[config.mk]
export PLATFORM = sky130hd
export DESIGN_NAME = packed_insn_fetch
export DESIGN_NICKNAME = d
export VERILOG_FILES = /design/src/rtl/packed_insn_fetch.sv
export SDC_FILE = /design/constraint.sdc
export NUM_CORES = 1
export LEC_CHECK = 0
export BUFFER_PORTS_ARGS = -buffer_cell sky130_fd_sc_hd__buf_2
export CAP_MARGIN = 25
export CELL_PAD_IN_SITES_DETAIL_PLACEMENT = 1
export CELL_PAD_IN_SITES_GLOBAL_PLACEMENT = 1
export CORE_MARGIN = 2
export CORE_UTILIZATION = 33
export CTS_BUF_LIST = sky130_fd_sc_hd__clkbuf_8
export DETAILED_ROUTE_END_ITERATION = 7
export GPL_TIMING_DRIVEN = 0
export PLACE_DENSITY = 0.82
export SKIP_LAST_GASP = 1
export SYNTH_ARGS = -nofsm -noshare
export SYNTH_HDL_FRONTEND = slang
export SYNTH_SLANG_ARGS = --single-unit
[constraint.sdc]
create_clock -name clk -period 1.7 [get_ports clk]
set_input_delay 0.085 -clock clk [delete_from_list [all_inputs] [get_ports clk]]
set_output_delay 0.085 -clock clk [all_outputs]
set_load 0.03 [all_outputs]
[src/rtl/packed_insn_fetch.sv]
// packed_insn_fetch: fetches packed nibble/byte opcodes and operands for one channel half.
// Define IFETCH_PC_CACHE_EN to resume a re-launched task at its last suspended PC.
module packed_insn_fetch #(
    parameter int CHAN_SEL_SIZE     = 3,
    parameter int THREAD_SEL_SIZE   = 2,
    parameter int PC_SIZE           = 12,
    parameter int OPCODE_SIZE       = 8,
    parameter int OPERAND_SIZE      = 8,
    parameter int DECODED_INSN_SIZE = 24,
    parameter logic [DECODED_INSN_SIZE-1:0] DI_REQUESTPC = 24'h178000,
    parameter logic [DECODED_INSN_SIZE-1:0] DI_SUSPEND   = 24'h170000
) (
    input  logic                                      clk,
    input  logic                                      reset,
    input  logic [CHAN_SEL_SIZE-1:0]                  next_task_channel,
    input  logic [THREAD_SEL_SIZE-1:0]                next_task_thread,
    input  logic [OPERAND_SIZE-1:0]                   next_task_operand,
    input  logic                                      next_task_ready,
    output logic                                      next_task_ack,
    output logic [OPCODE_SIZE-1:0]                    opcode,
    input  logic [DECODED_INSN_SIZE-1:0]              decoded_insn,
    input  logic                                      need_operand,
    input  logic                                      insn_noop,
    input  logic                                      insn_suspend,
    input  logic                                      insn_pull,
    input  logic                                      insn_jump,
    input  logic                                      insn_full_byte,
    output logic [DECODED_INSN_SIZE+OPERAND_SIZE-1:0] ififo_di,
    output logic                                      ififo_shift,
    input  logic                                      ififo_full,
    input  logic                                      jump_enable,
    input  logic [PC_SIZE-1:0]                        jump_target,
    input  logic                                      suspend,
    input  logic                                      jump_susp_skipped,
    output logic [CHAN_SEL_SIZE+PC_SIZE-1:0]          mem_addr,
    output logic                                      mem_rd_en,
    input  logic [OPCODE_SIZE-1:0]                    mem_d_in,
    input  logic                                      mem_ack,
    output logic [CHAN_SEL_SIZE-1:0]                  current_channel,
    output logic [THREAD_SEL_SIZE-1:0]                current_thread,
    output logic [PC_SIZE-1:0]                        current_pc,
    output logic [OPERAND_SIZE-1:0]                   current_task_operand,
    output logic                                      pull_decoded
);

    localparam int DI_W = DECODED_INSN_SIZE + OPERAND_SIZE;
    localparam int NIB  = OPCODE_SIZE / 2;

    typedef enum logic [2:0] {
        S_IDLE, S_WAIT_EXEC, S_FETCH_WORD, S_FETCH_OPND, S_ISSUE, S_SECOND
    } state_t;

    state_t                     state_q, state_d;
    logic [CHAN_SEL_SIZE-1:0]   chan_q, chan_d;
    logic [THREAD_SEL_SIZE-1:0] thread_q, thread_d;
    logic [PC_SIZE-1:0]         pc_q, pc_d;
    logic [OPERAND_SIZE-1:0]    top_q, top_d;
    logic [OPERAND_SIZE-1:0]    opnd_q, opnd_d;
    logic [OPCODE_SIZE-1:0]     opc_q, opc_d;
    logic [OPCODE_SIZE-1:0]     nib_q, nib_d;
    logic                       nib_v_q, nib_v_d;
    logic                       first_q, first_d;
    logic                       pull_q, pull_d;
    logic                       ack_q, ack_d;
    logic                       shift_q, shift_d;
    logic [DI_W-1:0]            di_q, di_d;
`ifdef IFETCH_PC_CACHE_EN
    logic [CHAN_SEL_SIZE-1:0]   lch_q, lch_d;
    logic [THREAD_SEL_SIZE-1:0] lthr_q, lthr_d;
    logic [PC_SIZE-1:0]         lpc_q, lpc_d;
    logic                       lv_q, lv_d;
`endif

    logic            launch, hit, push, adv, task_match;
    logic [DI_W-1:0] push_di;

    always_comb begin
        state_d  = state_q;
        chan_d   = chan_q;
        thread_d = thread_q;
        pc_d     = pc_q;
        top_d    = top_q;
        opnd_d   = opnd_q;
        opc_d    = opc_q;
        nib_d    = nib_q;
        nib_v_d  = nib_v_q;
        first_d  = first_q;
        pull_d   = pull_q;
        ack_d    = 1'b0;
        shift_d  = 1'b0;
        di_d     = di_q;
`ifdef IFETCH_PC_CACHE_EN
        lch_d    = lch_q;
        lthr_d   = lthr_q;
        lpc_d    = lpc_q;
        lv_d     = lv_q;
`endif
        launch   = 1'b0;
        hit      = 1'b0;
        push     = 1'b0;
        adv      = 1'b0;
        push_di  = '0;
        opcode   = opc_q;
        task_match = (next_task_channel == chan_q) &&
                     (next_task_thread == thread_q);

        unique case (state_q)
            S_IDLE: launch = next_task_ready;
            S_WAIT_EXEC: begin
                if (suspend) begin
                    state_d = S_IDLE;
                    launch  = next_task_ready;
`ifdef IFETCH_PC_CACHE_EN
                    lch_d  = chan_q;
                    lthr_d = thread_q;
                    lpc_d  = pc_q;
                    lv_d   = 1'b1;
`endif
                end else if (jump_enable) begin
                    pc_d    = jump_target;
                    nib_v_d = 1'b0;
                    state_d = S_FETCH_WORD;
                end else if (jump_susp_skipped) begin
                    state_d = nib_v_q ? S_SECOND : S_FETCH_WORD;
                end
            end
            S_FETCH_WORD: begin
                if (mem_ack) begin
                    opcode  = mem_d_in;
                    opc_d   = mem_d_in;
                    pc_d    = pc_q + PC_SIZE'(1);
                    nib_v_d = !insn_full_byte;
                    if (!insn_full_byte)
                        nib_d = {mem_d_in[NIB-1:0], {NIB{1'b0}}};
                    state_d = need_operand ? S_FETCH_OPND : S_ISSUE;
                end
            end
            S_FETCH_OPND: begin
                if (mem_ack) begin
                    opnd_d  = OPERAND_SIZE'(mem_d_in);
                    pc_d    = pc_q + PC_SIZE'(1);
                    state_d = S_ISSUE;
                end
            end
            S_ISSUE: begin
                push_di = {decoded_insn, need_operand ? opnd_q : {OPERAND_SIZE{1'b0}}};
                // first instruction after a launch may be a conditional to ignore
                if (first_q && insn_noop) begin
                    first_d = 1'b0;
                    state_d = nib_v_q ? S_SECOND : S_FETCH_WORD;
                end else if (!ififo_full) begin
                    first_d = 1'b0;
                    push    = 1'b1;
                    if (!insn_pull) begin
                        adv = 1'b1;
                    end else if (!pull_q) begin
                        pull_d = 1'b1;
                        adv    = 1'b1;
                    end else if (next_task_ready && task_match) begin
                        ack_d = 1'b1;
                        top_d = next_task_operand;
                        adv   = 1'b1;
                    end else begin
                        push_di = {DI_SUSPEND, {OPERAND_SIZE{1'b0}}};
                        state_d = S_WAIT_EXEC;
                    end
                end
                if (adv)
                    state_d = (insn_jump || insn_suspend) ? S_WAIT_EXEC :
                              nib_v_q ? S_SECOND : S_FETCH_WORD;
            end
            S_SECOND: begin
                opcode  = nib_q;
                nib_v_d = 1'b0;
                if (insn_noop) begin
                    state_d = S_FETCH_WORD;
                end else begin
                    opc_d   = nib_q;
                    state_d = need_operand ? S_FETCH_OPND : S_ISSUE;
                end
            end
            default: state_d = S_IDLE;
        endcase

`ifdef IFETCH_PC_CACHE_EN
        hit = lv_d && (lch_d == next_task_channel) &&
              (lthr_d == next_task_thread);
`endif

        if (launch) begin
            chan_d   = next_task_channel;
            thread_d = next_task_thread;
            top_d    = next_task_operand;
            ack_d    = 1'b1;
            pull_d   = 1'b0;
            nib_v_d  = 1'b0;
            if (hit) begin
`ifdef IFETCH_PC_CACHE_EN
                pc_d = lpc_d;
`endif
                first_d = 1'b0;
                state_d = S_FETCH_WORD;
            end else begin
                push    = 1'b1;
                push_di = {DI_REQUESTPC, {OPERAND_SIZE{1'b0}}};
                first_d = 1'b1;
                state_d = S_WAIT_EXEC;
            end
        end

        if (push) begin
            shift_d = 1'b1;
            di_d    = push_di;
        end
    end

    always_ff @(posedge clk) begin
        if (!reset) begin
            state_q  <= S_IDLE;
            chan_q   <= '0;
            thread_q <= '1;
            pc_q     <= '0;
            top_q    <= '0;
            opnd_q   <= '0;
            opc_q    <= '0;
            nib_q    <= '0;
            nib_v_q  <= 1'b0;
            first_q  <= 1'b0;
            pull_q   <= 1'b0;
            ack_q    <= 1'b0;
            shift_q  <= 1'b0;
            di_q     <= '0;
`ifdef IFETCH_PC_CACHE_EN
            lch_q    <= '0;
            lthr_q   <= '0;
            lpc_q    <= '0;
            lv_q     <= 1'b0;
`endif
        end else begin
            state_q  <= state_d;
            chan_q   <= chan_d;
            thread_q <= thread_d;
            pc_q     <= pc_d;
            top_q    <= top_d;
            opnd_q   <= opnd_d;
            opc_q    <= opc_d;
            nib_q    <= nib_d;
            nib_v_q  <= nib_v_d;
            first_q  <= first_d;
            pull_q   <= pull_d;
            ack_q    <= ack_d;
            shift_q  <= shift_d;
            di_q     <= di_d;
`ifdef IFETCH_PC_CACHE_EN
            lch_q    <= lch_d;
            lthr_q   <= lthr_d;
            lpc_q    <= lpc_d;
            lv_q     <= lv_d;
`endif
        end
    end

    assign next_task_ack        = ack_q;
    assign ififo_shift          = shift_q;
    assign ififo_di             = di_q;
    assign mem_addr             = {chan_q, pc_q};
    assign mem_rd_en            = (state_q == S_FETCH_WORD) ||
                                  (state_q == S_FETCH_OPND);
    assign current_channel      = chan_q;
    assign current_thread       = thread_q;
    assign current_pc           = pc_q;
    assign current_task_operand = top_q;
    assign pull_decoded         = pull_q;

endmodule

==> impl_metrics.prom, run 1 <==
# TYPE chip_impl_metric gauge
chip_impl_metric{name="setup_slack",unit="ns"} -0.166
chip_impl_metric{name="p_per_area",unit="nW/um^2"} 717
chip_impl_metric{name="cp.arrival",unit="ns"} 1.78
chip_impl_info{name="startpoint_type",value="flip-flop"} 1
chip_impl_info{name="element_type_at_the_critical_path_end",value="primary output"} 1
chip_impl_metric{name="ios",unit=""} 155
chip_impl_metric{name="design.die.area",unit="sq um"} 12500
chip_impl_metric{name="layout_area_overhead",unit="%"} 51.6
chip_impl_metric{name="layout_worst_path_cycle_share",unit=""} 1.10
chip_impl_metric{name="post_drt_wl_per_cell",unit="microns"} 17.8
chip_impl_metric{name="numPortBuffers",unit=""} 153
chip_impl_metric{name="dieHeight",unit="microns"} 112
chip_impl_info{name="hold_path_class",value="in -> reg"} 1
chip_impl_metric{name="via_per_inst",unit=""} 5.28
chip_impl_metric{name="cpPeakStageDelay",unit="ns"} 0.34
chip_impl_metric{name="fmaxAchievable",unit="MHz"} 536
chip_impl_info{name="tritoncts",value="yes"} 1
chip_impl_metric{name="drt_wl_total",unit="mm"} 14.3
chip_impl_info{name="hold_start",value="next_task_channel[1]"} 1
chip_impl_metric{name="nFillCells",unit=""} 1365
chip_impl_metric{name="placeableCoreArea",unit="sq um"} 11400
chip_impl_metric{name="timing.max_slew.rel_slack",unit=""} 0.606
chip_impl_metric{name="cts_buffers",unit=""} 9
chip_impl_metric{name="detail-route-antenna-nets",unit=""} 0
chip_impl_metric{name="grt.total_usage",unit=""} 0.217
chip_impl_info{name="critical_path.most_common_cell",value="buf_6"} 1
chip_impl_metric{name="floorplan.initialDensity",unit=""} 0.337
chip_impl_metric{name="critical_path_peak_fanout",unit=""} 8
chip_impl_metric{name="vdd_drop_max",unit="mV"} 0.373
chip_impl_metric{name="yosys_warnings",unit=""} 0
chip_impl_metric{name="vias",unit=""} 4255
chip_impl_info{name="timing.critical_path.from",value="state_q[2]$_SDFFE_PP0P_"} 1
chip_impl_metric{name="rows",unit=""} 39
chip_impl_metric{name="number_of_antenna_violations_at_the_first_check_in_global_routing",unit=""} 0
chip_impl_metric{name="fraction_of_layout_cells_with_a_size_suffix_above_1",unit=""} 0.410
chip_impl_metric{name="finalSetupViolations",unit=""} 11
chip_impl_metric{name="postSynthRegisterBits",unit=""} 85
chip_impl_metric{name="gr-total-overflow",unit=""} 0
chip_impl_info{name="postSynth.topFlopCell",value="dfxtp_1"} 1
chip_impl_metric{name="dpl.hpwl",unit="mm"} 9.51
chip_impl_metric{name="synth_fp_nets",unit=""} 505
chip_impl_metric{name="grt_pass1_wl",unit="mm"} 21.9
chip_impl_metric{name="cts_max_level",unit=""} 3
chip_impl_metric{name="antenna_cells_inserted",unit=""} 0
chip_impl_metric{name="grt_max_degree",unit=""} 15
chip_impl_metric{name="syn_area",unit="sq um"} 3840
chip_impl_metric{name="async_flop_share",unit=""} 0
chip_impl_info{name="unrepaired_setup_endpoints_after_global_routing",value="yes"} 1
chip_impl_metric{name="syn-instance-count",unit=""} 433
chip_impl_metric{name="clock_sink_count",unit=""} 85
chip_impl_info{name="timing.critical_path.cells",value="buf_6, nand3b_1, nor2_4, buf_6, nor2_4, a22o_1, buf_6"} 1
chip_impl_info{name="timing.setup.critical_path_class",value="reg -> out"} 1
chip_impl_metric{name="fin_worst_hold_slack",unit="ns"} 0.0106
chip_impl_metric{name="fin_worst_skew",unit="ns"} 0.00806
chip_impl_metric{name="clk_latency",unit="ns"} 0.36
chip_impl_metric{name="synth-edff-count",unit=""} 0
chip_impl_metric{name="timing_max_transition_violations_final",unit=""} 0
chip_impl_metric{name="ys_seq_area_frac",unit=""} 0.444
chip_impl_metric{name="clkTransAtPathRegs",unit="ns"} 0.08
chip_impl_metric{name="cts_buffer_depth",unit=""} 2
chip_impl_metric{name="number_of_nets_in_the_final_layout",unit=""} 730
chip_impl_metric{name="grt_pass1_vias",unit=""} 4401
chip_impl_metric{name="final_hold_viol_count",unit=""} 0
chip_impl_metric{name="detailedRoute.firstPassIterationCount",unit=""} 4
chip_impl_info{name="ctsRootBufferMaster",value="clkbuf_8"} 1
chip_impl_metric{name="cellLeakagePower",unit="nW"} 2.64
chip_impl_info{name="r2r_start",value="state_q[2]$_SDFFE_PP0P_"} 1
chip_impl_metric{name="die_width",unit="microns"} 112
chip_impl_info{name="violated_checks",value="setup timing"} 1
chip_impl_info{name="category_of_cells_accounting_for_the_largest_share_of_critical_path_delay",value="simple AND/OR/NAND/NOR gates"} 1
chip_impl_metric{name="synth.distinct_cells",unit=""} 58
chip_impl_metric{name="detailedRoute.firstIterationViolations",unit=""} 207
chip_impl_metric{name="worst-slew-pin-transition",unit="ns"} 0.591
chip_impl_info{name="outcome",value="finished with violations"} 1
chip_impl_metric{name="finalWeightedCongestion",unit=""} 0.816
chip_impl_metric{name="seq_area",unit="sq um"} 1730
chip_impl_metric{name="drc",unit=""} 0
chip_impl_metric{name="maxCapViolCount",unit=""} 0
chip_impl_metric{name="multiInputGateArea",unit="sq um"} 1970
chip_impl_info{name="cp_slowest_cell",value="dfxtp_2"} 1
chip_impl_metric{name="synth_area_per_cell",unit="sq um"} 8.86
chip_impl_metric{name="post-layout-total-power",unit="mW"} 4.17
chip_impl_metric{name="worst-endpoint-required",unit="ns"} 1.62
chip_impl_metric{name="period_needed",unit="ns"} 1.87
chip_impl_metric{name="critical_path.n_buffers_inverters",unit=""} 3
==> cells in the mapped netlist (3+ instances only) <==
library cell  count  area share
nand3b_1          7       0.014
clkbuf_1         12       0.012
o41ai_1           4      0.0091
nor2_1           31       0.030
mux2i_1          10       0.026
buf_2            10       0.013
a32o_1           11       0.029
xnor2_1           3      0.0069
a22o_1           23       0.053
a22oi_1          11       0.022
inv_1             9      0.0088
buf_6             3      0.0088
and3_1            4      0.0065
a21oi_1          25       0.033
a31oi_1           3      0.0049
o221a_2           4       0.012
o21ai_1           9       0.012
and2_1            4      0.0065
nand3_1          16       0.021
o21ai_0          19       0.025
nand2_1          62       0.061
a21o_1            4      0.0078
dfxtp_1          85        0.44
a221oi_1          5       0.011
buf_4            16       0.031
==> tightest hold or removal path, stage by stage <==
cell and delay, ns:
buf_2 0.10, mux2i_1 0.07, nor2_1 0.08
==> logic make-up after synthesis <==
group,after synthesis,synth area share
AND/OR/NAND/NOR,146,0.188
AO/OA/AOI/OAI,133,0.251
flip-flops,85,0.444
buffers and inverters,53,0.0766
multiplexers,10,0.0261
XOR/XNOR,5,0.0114
adder cells (fa/ha/maj),1,0.00326
==> metrics by stage <==
stage	setup TNS (ns)	cells	utilization	cell area (sq um)	worst slack, ns
after global placement	-5.87	729	0.422	4790	-0.316
after floorplan	0	433	-	3850	0.000443
after detailed placement	-9.40	729	0.422	4790	-0.371
after CTS	-1.57	790	0.490	5570	-0.145
final	-1.25	806	0.512	5820	-0.166
after global routing	-3.93	806	0.512	5820	-0.241
==> per-layer routing <==
| layer | track usage | up-vias | share of wire |
|---|---|---|---|
| li1 | - | 2018 | - |
| met2 | 0.396 | 136 | 0.52 |
| met3 | 0.0403 | 37 | 0.046 |
| met1 | 0.251 | 2064 | 0.40 |
| met5 | 0 | - | 0 |
| met4 | 0.0831 | 0 | 0.033 |
==> layout by cell type, fill, tap and decap left out, types with 11 or more instances in the layout <==
cell,n
dfxtp_1,71
a32o_1,11
dlygate4sd3_1,39
a22o_1,23
nand3_1,14
buf_2,151
nand2_1,59
a22oi_1,11
buf_6,17
o21ai_0,19
buf_4,38
nor2_1,27
a21oi_1,25
clkbuf_8,12
==> power breakdown <==
part | internal, mW | total, mW | switching [mW]
Combinational | 0.273 | 0.620 | 0.347
Sequential | 2.03 | 2.07 | 0.0416
Clock | 0.717 | 1.48 | 0.759
Total | 3.02 | 4.17 | 1.15
==> final cells by class <==
class	instances	area share
multi-input cells	295	0.339
inverters	11	0.00710
repair buffers	217	0.241
well taps	143	0.0308
flip-flops and latches	85	0.298
plain buffers	39	0.0503
clock buffers	10	0.0237
clock inverters	6	0.0108
==> worst paths after layout <==
check / endpoint / slack (ns) / cells after the start
hold reg to reg: current_task_operand[2]$_SDFFE_PN0P_ / 0.45 / 2
hold / removal: current_channel[1]$_SDFFE_PN0P_ / 0.01 / 3
setup reg to reg: state_q[0]$_SDFFE_PN0P_ / -0.07 / 7
setup / recovery: opcode[1] / -0.17 / 7
==> registers in the layout, indices dropped and copies added, names as in the netlist <==
| signal | cells |
|---|---|
| nib_v_q | 1 |
| next_task_ack | 1 |
| opnd_q | 8 |
| opc_q | 8 |
| current_channel | 3 |
| current_thread | 2 |
| pull_decoded | 1 |
| ififo_shift | 1 |
| current_task_operand | 8 |
| state_q | 3 |
| first_q | 1 |
| current_pc | 12 |
| ififo_di | 32 |
| nib_q | 4 |
==> what timing repair did <==
action | CTS | global route
cloned | 0 | 1
hold buffers | 38 | 1
endpoints found under the hold margin | 38 | 1
setup buffers | 9 | 16
pin swaps | 10 | 13
gates resized for setup | 41 | 32
endpoints found under the setup margin | 65 | 73
Note: power is estimated with default switching activity, not from simulation.
==> run 2, diff against run 1 <==
--- a/config.mk
+++ b/config.mk
@@ -15,6 +15,7 @@
 export DETAILED_ROUTE_END_ITERATION = 7
 export GPL_TIMING_DRIVEN = 0
 export PLACE_DENSITY = 0.82
+export SETUP_SLACK_MARGIN = 0.1
 export SKIP_LAST_GASP = 1
 export SYNTH_ARGS = -nofsm -noshare
 export SYNTH_HDL_FRONTEND = slang
==> run 2 against run 1 <==
Compared with the run above:
- the flow still finishes with violations (setup timing)
- worst setup slack got worse by 0.071 ns
- final cell count grew 3.7%
- count of clock-buffer cells in the layout shrank 1
- core utilization rose by 6.5 points
- clock power barely moved
- highest routed layer unchanged
==> impl_metrics.prom, run 2 (synthesized netlist as in run 1, its figures left out) <==
# TYPE chip_impl_metric gauge
chip_impl_metric{name="drt_wl_total",unit="mm"} 17.0
chip_impl_metric{name="floorplan.initialDensity",unit=""} 0.337
chip_impl_metric{name="fmaxAchievable",unit="MHz"} 516
chip_impl_metric{name="detailedRoute.firstIterationViolations",unit=""} 300
chip_impl_metric{name="design.die.area",unit="sq um"} 12500
chip_impl_metric{name="nFillCells",unit=""} 1321
chip_impl_metric{name="clkTransAtPathRegs",unit="ns"} 0.09
chip_impl_metric{name="reg2reg_slack",unit="ns"} -0.24
chip_impl_metric{name="finalSetupViolations",unit=""} 44
chip_impl_metric{name="dieHeight",unit="microns"} 112
chip_impl_info{name="r2r_start",value="state_q[2]$_SDFFE_PP0P_"} 1
chip_impl_info{name="rr_endpoint",value="state_q[0]$_SDFFE_PN0P_"} 1
chip_impl_info{name="element_type_at_the_critical_path_end",value="flip-flop"} 1
chip_impl_metric{name="clock_sink_count",unit=""} 85
chip_impl_metric{name="number_of_flip_flops_in_the_largest_register",unit=""} 32
chip_impl_metric{name="via_per_inst",unit=""} 5.49
chip_impl_metric{name="placeableCoreArea",unit="sq um"} 11400
chip_impl_metric{name="worst-endpoint-required",unit="ns"} 1.95
chip_impl_metric{name="cts_buffer_depth",unit=""} 2
chip_impl_metric{name="internal_power",unit="mW"} 3.04
chip_impl_metric{name="final_area",unit="sq um"} 6560
chip_impl_info{name="unrepaired_setup_endpoints_after_global_routing",value="yes"} 1
chip_impl_metric{name="cts_max_level",unit=""} 3
chip_impl_metric{name="layout.cells.non_filler",unit=""} 836
chip_impl_metric{name="timing.max_slew.rel_slack",unit=""} 0.571
chip_impl_info{name="startpoint_type",value="flip-flop"} 1
chip_impl_metric{name="power.switching_fraction",unit=""} 0.293
chip_impl_metric{name="post_drt_wl_per_cell",unit="microns"} 20.3
chip_impl_metric{name="vias",unit=""} 4589
chip_impl_metric{name="grt_pass1_wl",unit="mm"} 21.7
chip_impl_metric{name="dpl-instance-area",unit="sq um"} 4810
chip_impl_metric{name="power.switching",unit="mW"} 1.26
chip_impl_metric{name="final_core_util",unit=""} 0.577
chip_impl_info{name="tritoncts",value="yes"} 1
chip_impl_info{name="critPathCapture",value="state_q[0]$_SDFFE_PN0P_"} 1
chip_impl_info{name="mostFrequentLayoutCell",value="buf_2"} 1
chip_impl_metric{name="critical_path_peak_fanout",unit=""} 5
chip_impl_metric{name="cp.arrival",unit="ns"} 2.18
chip_impl_metric{name="comb_power_share",unit=""} 0.167
chip_impl_metric{name="fin_worst_hold_slack",unit="ns"} 0.00137
chip_impl_metric{name="setup_slack",unit="ns"} -0.237
chip_impl_metric{name="numPortBuffers",unit=""} 153
chip_impl_info{name="ctsRootBufferMaster",value="clkbuf_8"} 1
chip_impl_info{name="timing.setup.critical_path_class",value="reg -> reg"} 1
chip_impl_metric{name="layout_worst_path_cycle_share",unit=""} 1.14
chip_impl_metric{name="fin_worst_skew",unit="ns"} 0.0189
chip_impl_metric{name="ios",unit=""} 155
chip_impl_metric{name="timing_max_transition_violations_final",unit=""} 0
chip_impl_metric{name="p_per_area",unit="nW/um^2"} 655
chip_impl_metric{name="worst-slew-pin-transition",unit="ns"} 0.643
chip_impl_info{name="violated_checks",value="setup timing"} 1
chip_impl_metric{name="grt_max_degree",unit=""} 16
chip_impl_metric{name="layout_area_overhead",unit="%"} 71.0
chip_impl_info{name="outcome",value="finished with violations"} 1
chip_impl_metric{name="fraction_of_layout_cells_with_a_size_suffix_above_1",unit=""} 0.491
chip_impl_metric{name="drc",unit=""} 0
chip_impl_metric{name="die_width",unit="microns"} 112
chip_impl_metric{name="cts_buffers",unit=""} 9
chip_impl_metric{name="dpl.hpwl",unit="mm"} 9.20
chip_impl_metric{name="gr-total-overflow",unit=""} 0
chip_impl_metric{name="p_clk_frac",unit=""} 0.350
chip_impl_metric{name="tns",unit="ns"} -2.89
chip_impl_metric{name="post-layout-total-power",unit="mW"} 4.30
chip_impl_metric{name="grt_pass1_vias",unit=""} 4400
chip_impl_metric{name="period_needed",unit="ns"} 1.94
chip_impl_metric{name="grt.total_usage",unit=""} 0.213
chip_impl_info{name="hold_path_class",value="in -> reg"} 1
chip_impl_metric{name="reg2reg_depth",unit=""} 9
chip_impl_info{name="timing.critical_path.from",value="state_q[2]$_SDFFE_PP0P_"} 1
chip_impl_metric{name="detailedRoute.firstPassIterationCount",unit=""} 4
chip_impl_metric{name="detail-route-antenna-nets",unit=""} 0
chip_impl_metric{name="maxCapViolCount",unit=""} 0
chip_impl_metric{name="share_seq_of_total_power",unit=""} 0.482
chip_impl_info{name="most-common-layout-cells",value="buf_2 (148), dfxtp_1 (69), nand2_1 (55)"} 1
chip_impl_metric{name="clk_latency",unit="ns"} 0.37
chip_impl_metric{name="place_worst_setup_slack",unit="ns"} -0.429
chip_impl_metric{name="cellLeakagePower",unit="nW"} 2.94
chip_impl_metric{name="rows",unit=""} 39
chip_impl_metric{name="number_of_nets_in_the_final_layout",unit=""} 759
chip_impl_metric{name="number_of_antenna_violations_at_the_first_check_in_global_routing",unit=""} 1
chip_impl_metric{name="post-place-cells",unit=""} 729
chip_impl_metric{name="whs_path_depth",unit=""} 3
chip_impl_metric{name="finalWeightedCongestion",unit=""} 0.813
chip_impl_metric{name="vdd_drop_max",unit="mV"} 0.386
chip_impl_metric{name="final_hold_viol_count",unit=""} 0
## run 2: worst min-delay path by stage
stage | from | to | slack, ns
global route | mem_d_in[3] | opnd_q[3]$_SDFFE_PN0P_ | 0.005
CTS | decoded_insn[16] | ififo_di[24]$_SDFFE_PN0P_ | 0.00008
detailed placement | decoded_insn[14] | ififo_di[22]$_SDFFE_PN0P_ | 0.31
finish | mem_d_in[2] | opnd_q[2]$_SDFFE_PN0P_ | 0.001
global placement | decoded_insn[14] | ififo_di[22]$_SDFFE_PN0P_ | 0.30
floorplan | next_task_thread[0] | current_thread[0]$_SDFFE_PN1P_ | 0.21
## run 2: critical path, stage by stage (launching register included)
cell     delay [ns]
dfxtp_2        0.34
buf_6          0.12
buf_4          0.16
buf_6          0.13
nor4b_4        0.33
buf_4          0.19
a22oi_2        0.10
nand2_1        0.12
a21oi_2        0.05
o31a_1         0.28
## run 2: cell type report
| type | count | area [sq um] | share of cell area |
|---|---|---|---|
| inverter | 11 | 46.3 | 0.00706 |
| clock buffer | 9 | 124 | 0.0189 |
| tap | 143 | 179 | 0.0273 |
| multi-input combinational | 295 | 2230 | 0.340 |
| buffer | 41 | 365 | 0.0557 |
| antenna | 1 | 2.50 | 0.000381 |
| sequential | 85 | 1750 | 0.267 |
| timing repair buffer | 244 | 1790 | 0.273 |
| clock inverter | 7 | 71.3 | 0.0109 |
## run 2: metal layers
layer,GRT usage,vias up,routed length [microns]
met5,0,-,0
met3,0.0359,58,954
met2,0.392,189,8950
met4,0.0700,0,787
met1,0.251,2267,6280
li1,-,2075,-
## run 2: timing repair
action	in CTS	in global routing
pin swaps	11	68
endpoints found under the setup margin	79	84
gates resized for setup	59	119
endpoints found under the hold margin	40	1
hold buffers	40	1
buffers inserted	9	33
cloned	0	8
## run 2: power by group through the flow
stage	combinational (mW)	clock, mW	sequential, mW
2_1_floorplan	0.218	0	2.19
3_3_place_gp	0.491	0	2.11
3_5_place_dp	0.504	0	2.12
4_1_cts	0.597	1.51	2.07
5_1_grt	0.764	1.63	2.08
6_report	0.719	1.50	2.07
==> run 3, diff against run 2 <==
--- a/config.mk
+++ b/config.mk
@@ -15,8 +15,7 @@
 export DETAILED_ROUTE_END_ITERATION = 7
 export GPL_TIMING_DRIVEN = 0
 export PLACE_DENSITY = 0.82
-export SETUP_SLACK_MARGIN = 0.1
-export SKIP_LAST_GASP = 1
+export SETUP_SLACK_MARGIN = 0.15
 export SYNTH_ARGS = -nofsm -noshare
 export SYNTH_HDL_FRONTEND = slang
 export SYNTH_SLANG_ARGS = --single-unit
==> run 3 against run 2 <==
Compared with the run above:
- critical endpoint is now state_q[2]$_SDFFE_PP0P_
- routed wire length shrank 7.7%
- largest power group unchanged
- core utilization shrank 2.2 points
- combinational power shrank 5.0%
- final cell count shrank 1.1%
- first-iteration DRC count shrank 18%
- global-route usage grew 1.1 points
- highest routed layer unchanged
- the flow still finishes with violations (setup timing)
- critical path depth shrank 1
- critical path type unchanged
==> impl_metrics.prom, run 3 (synthesized netlist as in run 1, its figures left out) <==
# TYPE chip_impl_metric gauge
chip_impl_info{name="outcome",value="finished with violations"} 1
chip_impl_info{name="violated_checks",value="setup timing"} 1
chip_impl_metric{name="number_of_nets_in_the_final_layout",unit=""} 750
chip_impl_metric{name="grt_max_degree",unit=""} 17
chip_impl_metric{name="worst-slew-pin-transition",unit="ns"} 0.703
chip_impl_metric{name="gr-total-overflow",unit=""} 0
chip_impl_info{name="unrepaired_setup_endpoints_after_global_routing",value="yes"} 1
chip_impl_metric{name="grt_pass1_vias",unit=""} 4501
chip_impl_metric{name="drt_wl_total",unit="mm"} 15.7
chip_impl_metric{name="worst-path-stages",unit=""} 8
chip_impl_metric{name="critical_path.n_buffers_inverters",unit=""} 3
chip_impl_metric{name="reg2reg_depth",unit=""} 8
chip_impl_metric{name="timing_max_transition_violations_final",unit=""} 0
chip_impl_info{name="hold_path_class",value="in -> reg"} 1
chip_impl_metric{name="finalSetupViolations",unit=""} 47
chip_impl_metric{name="globalRouteMet1Util",unit=""} 0.267
chip_impl_metric{name="dieHeight",unit="microns"} 112
chip_impl_info{name="cp_slowest_cell",value="nor4b_4"} 1
chip_impl_metric{name="layout.cells.non_filler",unit=""} 827
chip_impl_metric{name="finalWeightedCongestion",unit=""} 0.836
chip_impl_metric{name="ios",unit=""} 155
chip_impl_metric{name="detailedRoute.firstPassIterationCount",unit=""} 5
chip_impl_info{name="r2r_start",value="state_q[2]$_SDFFE_PP0P_"} 1
chip_impl_info{name="startpoint_type",value="flip-flop"} 1
chip_impl_metric{name="via_per_inst",unit=""} 5.31
chip_impl_metric{name="cts_buffers",unit=""} 9
chip_impl_metric{name="setup_slack",unit="ns"} -0.197
chip_impl_info{name="critical_path.most_common_cell",value="buf_6"} 1
chip_impl_metric{name="reg2reg_slack",unit="ns"} -0.20
chip_impl_metric{name="design.die.area",unit="sq um"} 12500
chip_impl_info{name="category_of_cells_accounting_for_the_largest_share_of_critical_path_delay",value="simple AND/OR/NAND/NOR gates"} 1
chip_impl_metric{name="detail-route-antenna-nets",unit=""} 0
chip_impl_metric{name="cts_buffer_depth",unit=""} 2
chip_impl_metric{name="cpPeakStageDelay",unit="ns"} 0.38
chip_impl_metric{name="vias",unit=""} 4390
chip_impl_metric{name="post_drt_wl_per_cell",unit="microns"} 18.9
chip_impl_info{name="ctsRootBufferMaster",value="clkbuf_8"} 1
chip_impl_info{name="timing.critical_path.cells",value="buf_6, buf_4, buf_6, nor4b_4, nand3b_1, nand4_1, a221oi_2, nor4b_2"} 1
chip_impl_metric{name="met3_demand_to_capacity_share_in_global_routing",unit=""} 0.0283
chip_impl_metric{name="die_width",unit="microns"} 112
chip_impl_metric{name="tns",unit="ns"} -2.03
chip_impl_metric{name="rows",unit=""} 39
chip_impl_metric{name="dpl.hpwl",unit="mm"} 9.45
chip_impl_info{name="mostFrequentLayoutCell",value="buf_2"} 1
chip_impl_metric{name="number_of_flip_flops_in_the_largest_register",unit=""} 32
chip_impl_metric{name="clkTransAtPathRegs",unit="ns"} 0.09
chip_impl_metric{name="layout_area_overhead",unit="%"} 64.6
chip_impl_metric{name="cellLeakagePower",unit="nW"} 2.84
chip_impl_metric{name="fin_worst_hold_slack",unit="ns"} 0.0125
chip_impl_metric{name="worst-endpoint-required",unit="ns"} 1.96
chip_impl_metric{name="place_worst_setup_slack",unit="ns"} -0.218
chip_impl_info{name="most-common-layout-cells",value="buf_2 (145), dfxtp_1 (69), nand2_1 (55)"} 1
chip_impl_metric{name="grt_pass1_wl",unit="mm"} 22.8
chip_impl_info{name="element_type_at_the_critical_path_end",value="flip-flop"} 1
chip_impl_info{name="timing.setup.critical_path_class",value="reg -> reg"} 1
chip_impl_metric{name="p_per_area",unit="nW/um^2"} 675
chip_impl_metric{name="critical_path_peak_fanout",unit=""} 5
chip_impl_metric{name="vdd_drop_max",unit="mV"} 0.482
chip_impl_metric{name="placeableCoreArea",unit="sq um"} 11400
chip_impl_metric{name="detailedRoute.firstIterationViolations",unit=""} 247
chip_impl_metric{name="numPortBuffers",unit=""} 153
chip_impl_metric{name="cts_max_level",unit=""} 3
chip_impl_metric{name="fin_worst_skew",unit="ns"} 0.0102
chip_impl_metric{name="period_needed",unit="ns"} 1.90
chip_impl_info{name="rr_endpoint",value="state_q[2]$_SDFFE_PP0P_"} 1
chip_impl_metric{name="maxCapViolCount",unit=""} 0
chip_impl_info{name="tritoncts",value="yes"} 1
chip_impl_info{name="grt_most_used_layer",value="met2"} 1
chip_impl_metric{name="grt.total_usage",unit=""} 0.225
chip_impl_metric{name="cp.arrival",unit="ns"} 2.16
chip_impl_metric{name="fraction_of_layout_cells_with_a_size_suffix_above_1",unit=""} 0.473
chip_impl_metric{name="drc",unit=""} 0
chip_impl_info{name="timing.critical_path.from",value="state_q[2]$_SDFFE_PP0P_"} 1
chip_impl_info{name="critPathCapture",value="state_q[2]$_SDFFE_PP0P_"} 1
chip_impl_metric{name="number_of_antenna_violations_at_the_first_check_in_global_routing",unit=""} 1
chip_impl_metric{name="clock_sink_count",unit=""} 85
chip_impl_metric{name="post-layout-total-power",unit="mW"} 4.26
chip_impl_metric{name="timing.max_slew.rel_slack",unit=""} 0.528
chip_impl_metric{name="layout_worst_path_cycle_share",unit=""} 1.12
chip_impl_metric{name="floorplan.initialDensity",unit=""} 0.337
chip_impl_metric{name="clk_latency",unit="ns"} 0.36
chip_impl_metric{name="fmaxAchievable",unit="MHz"} 527
chip_impl_metric{name="final_hold_viol_count",unit=""} 0
chip_impl_metric{name="met2_usage",unit=""} 0.405
chip_impl_metric{name="post-place-cells",unit=""} 729
[run 3: worst min path at each step]
| stage | to | start | depth (start not counted) |
|---|---|---|---|
| 2_1_floorplan | current_thread[0]$_SDFFE_PN1P_ | next_task_thread[0] | 2 |
| 3_3_place_gp | current_task_operand[7]$_SDFFE_PN0P_ | next_task_operand[7] | 3 |
| 3_5_place_dp | ififo_di[8]$_SDFFE_PN0P_ | decoded_insn[0] | 2 |
| 4_1_cts | pull_decoded$_SDFFE_PP0P_ | insn_pull | 3 |
| 5_1_grt | pull_decoded$_SDFFE_PP0P_ | insn_pull | 3 |
| 6_report | current_channel[2]$_SDFFE_PN0P_ | next_task_channel[2] | 3 |
[run 3: final cells by class]
class	instances	area, sq um
fill	1287	5060
timing repair buffer	234	1590
sequential	85	1750
multi-input combinational	295	2160
inverter	11	46.3
tap	143	179
clock inverter	7	80.1
buffer	42	374
clock buffer	9	124
antenna	1	2.50
[run 3: metrics by stage]
step / cell area [sq um] / util
floorplan: 3880 / -
global placement: 4830 / 0.425
detailed placement: 4830 / 0.425
CTS: 5820 / 0.512
global route: 6310 / 0.555
finish: 6310 / 0.555
[run 3: report_power, final]
group | total (mW) | switching [mW] | internal (mW) | leakage [nW]
sequential | 2.07 | 0.0450 | 2.02 | 0.699
clock | 1.51 | 0.807 | 0.703 | 0.103
combinational | 0.683 | 0.377 | 0.306 | 2.04
total | 4.26 | 1.23 | 3.03 | 2.84
[run 3: metal layers]
layer | wire length [microns] | up-vias
li1 | - | 2056
met1 | 6270 | 2153
met2 | 8230 | 143
met3 | 667 | 38
met4 | 490 | 0
met5 | 0 | -
[run 3: what timing repair did]
| item | 4_1_cts | 5_1_grt |
|---|---|---|
| pin swaps | 12 | 25 |
| hold endpoints to repair | 39 | 0 |
| resized for setup | 71 | 66 |
| gates cloned | 0 | 1 |
| endpoints found under the setup margin | 84 | 84 |
| hold buffers | 39 | 0 |
| setup buffers | 17 | 24 |
[run 3: worst reg2reg max path, delay by kind of cell (launching register included)]
| kind | cells | cell delay [ns] |
|---|---|---|
| buf+inv | 3 | 0.37 |
| flops | 1 | 0.34 |
| simple gates | 4 | 1.05 |
| compound gates | 1 | 0.06 |
